File: src/rtl/rv_pkg.sv
// rv_pkg: shared RV32I definitions for the memory-access stage.
//   - opcode constants used by writeback decode
//   - load/store funct3 size codes
//   - mem_state_t: memory-stage FSM states (IDLE/REQ/WAIT)
//   - helpers: opcode_writes_rd, funct3_valid
package rv_pkg;

  localparam logic [6:0] OPC_LOAD   = 7'b0000011;
  localparam logic [6:0] OPC_STORE  = 7'b0100011;
  localparam logic [6:0] OPC_OP_IMM = 7'b0010011;
  localparam logic [6:0] OPC_OP     = 7'b0110011;
  localparam logic [6:0] OPC_LUI    = 7'b0110111;
  localparam logic [6:0] OPC_AUIPC  = 7'b0010111;
  localparam logic [6:0] OPC_JAL    = 7'b1101111;
  localparam logic [6:0] OPC_JALR   = 7'b1100111;

  localparam logic [2:0] F3_B  = 3'd0;
  localparam logic [2:0] F3_H  = 3'd1;
  localparam logic [2:0] F3_W  = 3'd2;
  localparam logic [2:0] F3_BU = 3'd4;
  localparam logic [2:0] F3_HU = 3'd5;

  typedef enum logic [1:0] {
    IDLE = 2'd0,
    REQ  = 2'd1,
    WAIT = 2'd2
  } mem_state_t;

  // Opcodes that architecturally write rd (rd==x0 is handled by the caller).
  function automatic logic opcode_writes_rd(input logic [6:0] opc);
    logic w;
    case (opc)
      OPC_OP, OPC_OP_IMM, OPC_LOAD, OPC_JAL,
      OPC_JALR, OPC_LUI, OPC_AUIPC: w = 1'b1;
      default:                      w = 1'b0;
    endcase
    return w;
  endfunction

  // Legal funct3 encodings: loads B/H/W/BU/HU, stores B/H/W.
  function automatic logic funct3_valid(input logic is_load, input logic [2:0] f3);
    logic ok;
    if (is_load) begin
      case (f3)
        F3_B, F3_H, F3_W, F3_BU, F3_HU: ok = 1'b1;
        default:                        ok = 1'b0;
      endcase
    end else begin
      ok = (f3 == F3_B) || (f3 == F3_H) || (f3 == F3_W);
    end
    return ok;
  endfunction

endpackage

File: src/rtl/mem_load_align.sv
// mem_load_align: combinational load-data extraction and extension.
//   rdata_i  [31:0] raw word returned by data memory
//   funct3_i [2:0]  load size/signedness (LB/LH/LW/LBU/LHU)
//   lane_i   [1:0]  byte offset of the access within the word
//   data_o   [31:0] aligned, sign/zero-extended load value (0 for illegal funct3)
// The word is shifted down by the full byte offset, so misaligned halfword and
// word loads see zeros in the lanes beyond bit 31.
module mem_load_align
  import rv_pkg::*;
(
  input  logic [31:0] rdata_i,
  input  logic [2:0]  funct3_i,
  input  logic [1:0]  lane_i,
  output logic [31:0] data_o
);

  logic [31:0] shifted;

  always_comb begin
    shifted = rdata_i >> {lane_i, 3'b000};
    case (funct3_i)
      F3_B:    data_o = {{24{shifted[7]}}, shifted[7:0]};
      F3_BU:   data_o = {24'h000000, shifted[7:0]};
      F3_H:    data_o = {{16{shifted[15]}}, shifted[15:0]};
      F3_HU:   data_o = {16'h0000, shifted[15:0]};
      F3_W:    data_o = shifted;
      default: data_o = '0;
    endcase
  end

endmodule

File: src/rtl/mem_stage.sv
// mem_stage: RV32I memory-access stage (EX/MEM -> data memory -> writeback).
//   Upstream : in_valid/in_ready handshake with pc, opcode, funct3, rd,
//              alu_res (address or pass-through value), data_rs2 (store data).
//   Dmem     : dmem_req/we/addr/be/wdata out, dmem_gnt/rvalid/rdata in.
//              addr/we/be/wdata are held stable while dmem_req waits for gnt.
//   Writeback: registered one-cycle packet wb_valid/wb_we/wb_rd/wb_data plus
//              misalign_exc; all zero outside the wb_valid cycle.
// Build option: define MEM_MISALIGN_CHECK_EN to trap misaligned halfword/word
// accesses (no request, misalign_exc with the writeback pulse). Without it,
// misaligned accesses are issued with byte enables shifted and truncated.
module mem_stage
  import rv_pkg::*;
#(
  parameter int unsigned ADDR_W = 32
) (
  input  logic              clk,
  input  logic              rst_n,
  input  logic              in_valid,
  output logic              in_ready,
  input  logic [31:0]       pc,
  input  logic [6:0]        opcode,
  input  logic [2:0]        funct3,
  input  logic [4:0]        rd,
  input  logic [31:0]       alu_res,
  input  logic [31:0]       data_rs2,
  output logic              dmem_req,
  output logic              dmem_we,
  output logic [ADDR_W-1:0] dmem_addr,
  output logic [3:0]        dmem_be,
  output logic [31:0]       dmem_wdata,
  input  logic              dmem_gnt,
  input  logic              dmem_rvalid,
  input  logic [31:0]       dmem_rdata,
  output logic              wb_valid,
  output logic              wb_we,
  output logic [4:0]        wb_rd,
  output logic [31:0]       wb_data,
  output logic              misalign_exc
);

  mem_state_t state_q;

  // Instruction context kept across the memory access.
  logic [4:0]  rd_q;
  logic [2:0]  funct3_q;
  logic [31:0] alu_q;
  logic        rd_we_q;

  logic              dmem_req_q;
  logic              dmem_we_q;
  logic [ADDR_W-1:0] dmem_addr_q;
  logic [3:0]        dmem_be_q;
  logic [31:0]       dmem_wdata_q;

  logic        wb_valid_q;
  logic        wb_we_q;
  logic [4:0]  wb_rd_q;
  logic [31:0] wb_data_q;
  logic        misalign_q;

  // Decode of the instruction presented at the input.
  logic        is_load;
  logic        is_store;
  logic        f3_ok;
  logic        trap;
  logic        issue;
  logic        wb_we_d;
  logic [7:0]  be_wide;
  logic [3:0]  be_d;
  logic [31:0] wdata_d;
  logic [31:0] nonmem_data;
  logic [31:0] load_data;

`ifdef MEM_MISALIGN_CHECK_EN
  assign trap = (is_load || is_store) && f3_ok &&
                (((funct3[1:0] == 2'd1) && alu_res[0]) ||
                 ((funct3[1:0] == 2'd2) && (alu_res[1:0] != 2'b00)));
`else
  assign trap = 1'b0;
`endif

  always_comb begin
    is_load  = (opcode == OPC_LOAD);
    is_store = (opcode == OPC_STORE);
    f3_ok    = funct3_valid(is_load, funct3);
    issue    = (is_load || is_store) && f3_ok && !trap;
    // Loads/stores that are not issued (illegal funct3 or trapped) never write rd.
    wb_we_d  = opcode_writes_rd(opcode) && (rd != 5'd0) && !is_load;

    // Enables shift by the full byte offset; bits pushed past lane 3 are dropped.
    case (funct3[1:0])
      2'd0:    be_wide = 8'b0000_0001;
      2'd1:    be_wide = 8'b0000_0011;
      default: be_wide = 8'b0000_1111;
    endcase
    be_wide = be_wide << alu_res[1:0];
    be_d    = be_wide[3:0];

    case (funct3[1:0])
      2'd0:    wdata_d = {4{data_rs2[7:0]}};
      2'd1:    wdata_d = {2{data_rs2[15:0]}};
      default: wdata_d = data_rs2;
    endcase

    if ((opcode == OPC_JAL) || (opcode == OPC_JALR)) begin
      nonmem_data = pc + 32'd4;
    end else begin
      nonmem_data = alu_res;
    end
  end

  mem_load_align u_load_align (
    .rdata_i  (dmem_rdata),
    .funct3_i (funct3_q),
    .lane_i   (alu_q[1:0]),
    .data_o   (load_data)
  );

  always_ff @(posedge clk or negedge rst_n) begin
    if (!rst_n) begin
      state_q      <= IDLE;
      rd_q         <= '0;
      funct3_q     <= '0;
      alu_q        <= '0;
      rd_we_q      <= 1'b0;
      dmem_req_q   <= 1'b0;
      dmem_we_q    <= 1'b0;
      dmem_addr_q  <= '0;
      dmem_be_q    <= '0;
      dmem_wdata_q <= '0;
      wb_valid_q   <= 1'b0;
      wb_we_q      <= 1'b0;
      wb_rd_q      <= '0;
      wb_data_q    <= '0;
      misalign_q   <= 1'b0;
    end else begin
      // Writeback packet is a single-cycle pulse, zero otherwise.
      wb_valid_q <= 1'b0;
      wb_we_q    <= 1'b0;
      wb_rd_q    <= '0;
      wb_data_q  <= '0;
      misalign_q <= 1'b0;

      case (state_q)
        IDLE: begin
          if (in_valid) begin
            if (issue) begin
              state_q      <= REQ;
              rd_q         <= rd;
              funct3_q     <= funct3;
              alu_q        <= alu_res;
              rd_we_q      <= is_load && (rd != 5'd0);
              dmem_req_q   <= 1'b1;
              dmem_we_q    <= is_store;
              dmem_addr_q  <= {alu_res[ADDR_W-1:2], 2'b00};
              dmem_be_q    <= be_d;
              dmem_wdata_q <= is_store ? wdata_d : '0;
            end else begin
              wb_valid_q <= 1'b1;
              wb_we_q    <= wb_we_d;
              wb_rd_q    <= rd;
              wb_data_q  <= nonmem_data;
              misalign_q <= trap;
            end
          end
        end

        REQ: begin
          if (dmem_gnt) begin
            dmem_req_q   <= 1'b0;
            dmem_we_q    <= 1'b0;
            dmem_addr_q  <= '0;
            dmem_be_q    <= '0;
            dmem_wdata_q <= '0;
            if (dmem_we_q) begin
              state_q    <= IDLE;
              wb_valid_q <= 1'b1;
              wb_rd_q    <= rd_q;
              wb_data_q  <= alu_q;
            end else begin
              state_q <= WAIT;
            end
          end
        end

        WAIT: begin
          if (dmem_rvalid) begin
            state_q    <= IDLE;
            wb_valid_q <= 1'b1;
            wb_we_q    <= rd_we_q;
            wb_rd_q    <= rd_q;
            wb_data_q  <= load_data;
          end
        end

        default: state_q <= IDLE;
      endcase
    end
  end

  assign in_ready     = (state_q == IDLE);
  assign dmem_req     = dmem_req_q;
  assign dmem_we      = dmem_we_q;
  assign dmem_addr    = dmem_addr_q;
  assign dmem_be      = dmem_be_q;
  assign dmem_wdata   = dmem_wdata_q;
  assign wb_valid     = wb_valid_q;
  assign wb_we        = wb_we_q;
  assign wb_rd        = wb_rd_q;
  assign wb_data      = wb_data_q;
  assign misalign_exc = misalign_q;

endmodule

File: config.mk
export PLATFORM = sky130hd
export DESIGN_NAME = mem_stage
export DESIGN_NICKNAME = d
export VERILOG_FILES = /design/src/rtl/rv_pkg.sv /design/src/rtl/mem_load_align.sv /design/src/rtl/mem_stage.sv
export SDC_FILE = /design/constraint.sdc
export NUM_CORES = 1
export LEC_CHECK = 0
export CAP_MARGIN = 40
export CORE_ASPECT_RATIO = 1.1
export CORE_MARGIN = 3
export CORE_UTILIZATION = 42
export DETAILED_ROUTE_END_ITERATION = 10
export PLACE_DENSITY = 0.77
export RECOVER_POWER = 25
export SLEW_MARGIN = 20
export SYNTH_ARGS = -nofsm -noshare
export SYNTH_HDL_FRONTEND = slang
export SYNTH_SLANG_ARGS = --single-unit
File: constraint.sdc
create_clock -name clk -period 1.75 [get_ports clk]
set_input_delay 0.2625 -clock clk [delete_from_list [all_inputs] [get_ports clk]]
set_output_delay 0.2625 -clock clk [all_outputs]
set_load 0.01 [all_outputs]
==> flow_metrics.tcl <==
set metrics [dict create \
    min_path_type "input pin to flip-flop" \
    overflow 0 \
    grt_start_max_net_pins 55 \
    rr_worst_depth 8 \
    seq_area_frac_synth 0.493 \
    synth_top_family_by_area "simple AND/OR/NAND/NOR gates" \
    cpMostUsedCell "buf_6" \
    violations "setup timing" \
    clk_latency_ps 430 \
    placed_cell_area_sq_mm 0.0114 \
    ir_worst_vdd_mv 0.762 \
    grt_pass1_vias 8272 \
    cts_buffer_depth 2 \
    die_h_um 147 \
    cp-start-kind "flip-flop" \
    pre_cts_ws_ps -564 \
    crit_slowest_cell "dfrtp_2" \
    tightestPinTransition_ps 825 \
    min_period_ps 1840 \
    ant_nets 0 \
    power_density_mw_per_mm2 796 \
    netlist-cell-type-count 60 \
    track_usage 0.277 \
    cts.sinks 150 \
    synthAdderAreaFrac 0.00164 \
    status "finished, violations left" \
    holdPathStages 3 \
    max_freq_mhz 542 \
    finalHoldViolCount 0 \
    holdWs_ps 251 \
    firstDrtPassIters 6 \
    multi_input_area_sq_mm 0.00379 \
    fin_area_sq_mm 0.0124 \
    drive_gt1_frac 0.196 \
    htreeDepth 4 \
    rsz0062_at_grt "true" \
    critPathCaptureType "flip-flop" \
    crit_path_max_incr_delay_ps 450 \
    synth_compound_area_frac 0.166 \
    power_leakage_nw 5.78 \
    wl_per_cell_um 19.7 \
    synth-edff-count 0 \
    place.gp.congestion 0.880 \
    die-area_sq_mm 0.0198 \
    fillerInstances 1291 \
    crit_type "flip-flop to flip-flop" \
    areaGrowthSynthToFinish_pct 62.4 \
    diodes 0 \
    synth_seq_cells 150 \
    place_hpwl_um 20600 \
    cts_tree "built" \
    yosys.area_share.simple 0.218 \
    grt_first_pass_wirelength_um 43300 \
    numCtsBuffers 17 \
    synth_warnings 0 \
    ys.flop_type "dfrtp_1" \
    vias_per_cell 5.68 \
    io_pins 259 \
    route.detailed.drc 0 \
    crit_arrival_ps 2180 \
    async_flop_share 1.00 \
    wl_um 28500 \
    seq_area_sq_mm 0.00376 \
    setup_tns_ps -826 \
    via_count 8218 \
    finClkSkew_ps 14.9 \
    setup_slack_ps -94.2 \
    numPortBuffers 255 \
    drv_slew 0 \
    fin_nets 1349 \
    slew_headroom 0.450 \
    core_sq_mm 0.0174 \
    fp.dieW_um 134 \
    initial_utilization 0.437 \
    total_power_w 0.00983 \
    synth_xor_area_frac 0.0196 \
    antenna_found_initial 0 \
    cp.required_ps 2090 \
    synthMuxAreaShare 0.0625 \
    clk_pin_slew_worst_paths_ps 60 \
    synthCells 836 \
    num_rows 50 \
    cts-root-buf "clkbuf_16" \
    mappedNetlistArea_sq_mm 0.00761 \
    drtIter0Drc 732 \
    worstPathMaxFanout 8 \
    setup_viol 20 \
    period_share 1.05 \
    maxCapViolations 0 \
    avgSynthCellArea_sq_um 9.10 \
    crit_chain "buf_6 -> buf_12 -> nor4b_4 -> nor2b_2 -> buf_6 -> nand2_2 -> a21o_1 -> o211ai_1" \
]
==> critical path: cells and delay by family, from the launching register on <==
family | cells | cell delay, ps
buffers and inverters | 3 | 430
AND/OR/NAND/NOR | 3 | 580
flip-flops | 1 | 450
AO/OA/AOI/OAI | 2 | 280
==> state kept, by name, indices dropped and copies added (netlist names) <==
register and count:
dmem_addr 30, funct3_q 3, wb_valid 1, wb_rd 5, rd_we_q 1, alu_q 32
dmem_wdata 32, rd_q 5, state_q 2, dmem_req 1, wb_data 32, wb_we 1
dmem_be 4, dmem_we 1
==> cell type report <==
| type | instances | share of cell area |
|---|---|---|
| timing repair buffer | 398 | 0.314 |
| tap | 234 | 0.0237 |
| sequential | 150 | 0.304 |
| clock inverter | 12 | 0.0122 |
| clock buffer | 20 | 0.0378 |
| inverter | 7 | 0.00213 |
| multi-input combinational | 626 | 0.307 |
==> path summary, 6_finish.rpt <==
kind / start / endpoint / slack [ps]
worst max-delay path: alu_q[1]$_DFFE_PN0P_ / wb_data[28]$_DFF_PN0_ / -90
worst min-delay path: opcode[5] / rd_we_q$_DFFE_PN0P_ / 250
worst max register to register: alu_q[1]$_DFFE_PN0P_ / wb_data[28]$_DFF_PN0_ / -90
worst min register to register: alu_q[4]$_DFFE_PN0P_ / alu_q[4]$_DFFE_PN0P_ / 480
max in group asynchronous: rst_n / wb_data[4]$_DFF_PN0_ / 310
min in group asynchronous: rst_n / dmem_addr[25]$_DFFE_PN0P_ / 470
==> synthesized netlist by cell type, drive strengths merged, types with 2 or more instances <==
| cell type | n | area [sq um] |
|---|---|---|
| nor3b | 2 | 15.0 |
| and3 | 2 | 12.5 |
| nand4 | 8 | 56.3 |
| o211ai | 8 | 60.1 |
| o221ai | 3 | 26.3 |
| nand3 | 12 | 72.6 |
| o41ai | 2 | 17.5 |
| nor2 | 45 | 171 |
| buf | 22 | 136 |
| or3 | 6 | 37.5 |
| or4 | 3 | 22.5 |
| nand2b | 2 | 12.5 |
| a21oi | 38 | 190 |
| nand3b | 2 | 15.0 |
| and4 | 7 | 61.3 |
| a21o | 5 | 37.5 |
| a211oi | 10 | 75.1 |
| nor3 | 8 | 40.0 |
| o31a | 2 | 17.5 |
| xnor2 | 6 | 52.6 |
| nor4 | 4 | 40.0 |
| xor2 | 11 | 96.3 |
| mux2 | 12 | 135 |
| a22o | 14 | 123 |
| o31ai | 4 | 30.0 |
| a31oi | 9 | 56.3 |
| a211o | 8 | 70.1 |
| and2 | 4 | 25.0 |
| a221o | 16 | 160 |
| nor2b | 10 | 62.6 |
| inv | 7 | 26.3 |
| clkbuf | 33 | 124 |
| o21ai | 51 | 255 |
| a32oi | 11 | 96.3 |
| mux2i | 34 | 340 |
| nor4b | 2 | 38.8 |
| nand2 | 251 | 942 |
| dfrtp | 150 | 3750 |
==> what timing repair did <==
action	4_1_cts	5_1_grt
cloned	2	0
endpoints found under the setup margin	29	128
setup buffers	8	3
endpoints found under the hold margin	30	0
pin swaps	11	14
hold buffers	1	0
resized for setup	45	37
==> kinds of logic after synthesis <==
family / after synthesis
muxes: 46
DFF: 150
and+or+nand+nor: 372
other: 1
buffers and inverters: 62
xor gates and xnor gates: 17
AOI/OAI and AO/OA: 187
adders and majority gates: 1
==> metrics by stage <==
| step | utilization | cells |
|---|---|---|
| after global placement | 0.656 | 1402 |
| final | 0.710 | 1447 |
| after CTS | 0.704 | 1444 |
| after global routing | 0.710 | 1447 |
| after detailed placement | 0.656 | 1402 |
| after floorplan | - | 838 |
==> power by group <==
part           internal (W)  switching (W)  leakage (nW)  total, W
logic               0.00115       0.000962          3.47   0.00211
registers           0.00372       0.000150          2.02   0.00387
clock network       0.00235        0.00150         0.298   0.00385
total               0.00722        0.00261          5.78   0.00983
==> routing by layer <==
layer,vias to the layer above,global-route usage,share of wire,routed length [um]
li1,3668,-,-,-
met1,3948,0.330,0.37,10600
met2,501,0.460,0.48,13800
met3,101,0.0836,0.10,2890
met4,0,0.130,0.046,1320
met5,-,0,0,0
==> cell usage in the layout (no fill, tap or decap), drive strengths merged, types with 4 or more instances in the layout <==
master	instances
xnor2	6
and2	4
clkinv	5
a221o	16
o21ai	51
nand3	12
clkbuf	21
a211o	8
nor2b	10
buf	141
o31ai	4
dfrtp	150
and4	7
nor2	45
a211oi	10
mux2	12
a22o	14
mux2i	34
nand2	251
or3	6
a21o	5
dlymetal6s2s	8
a32oi	11
inv	8
clkdlybuf4s50	243
a31oi	9
xor2	11
nand4	8
o211ai	8
nor3	8
nor4	4
a21oi	38
Power figures use the tool's default switching activity.
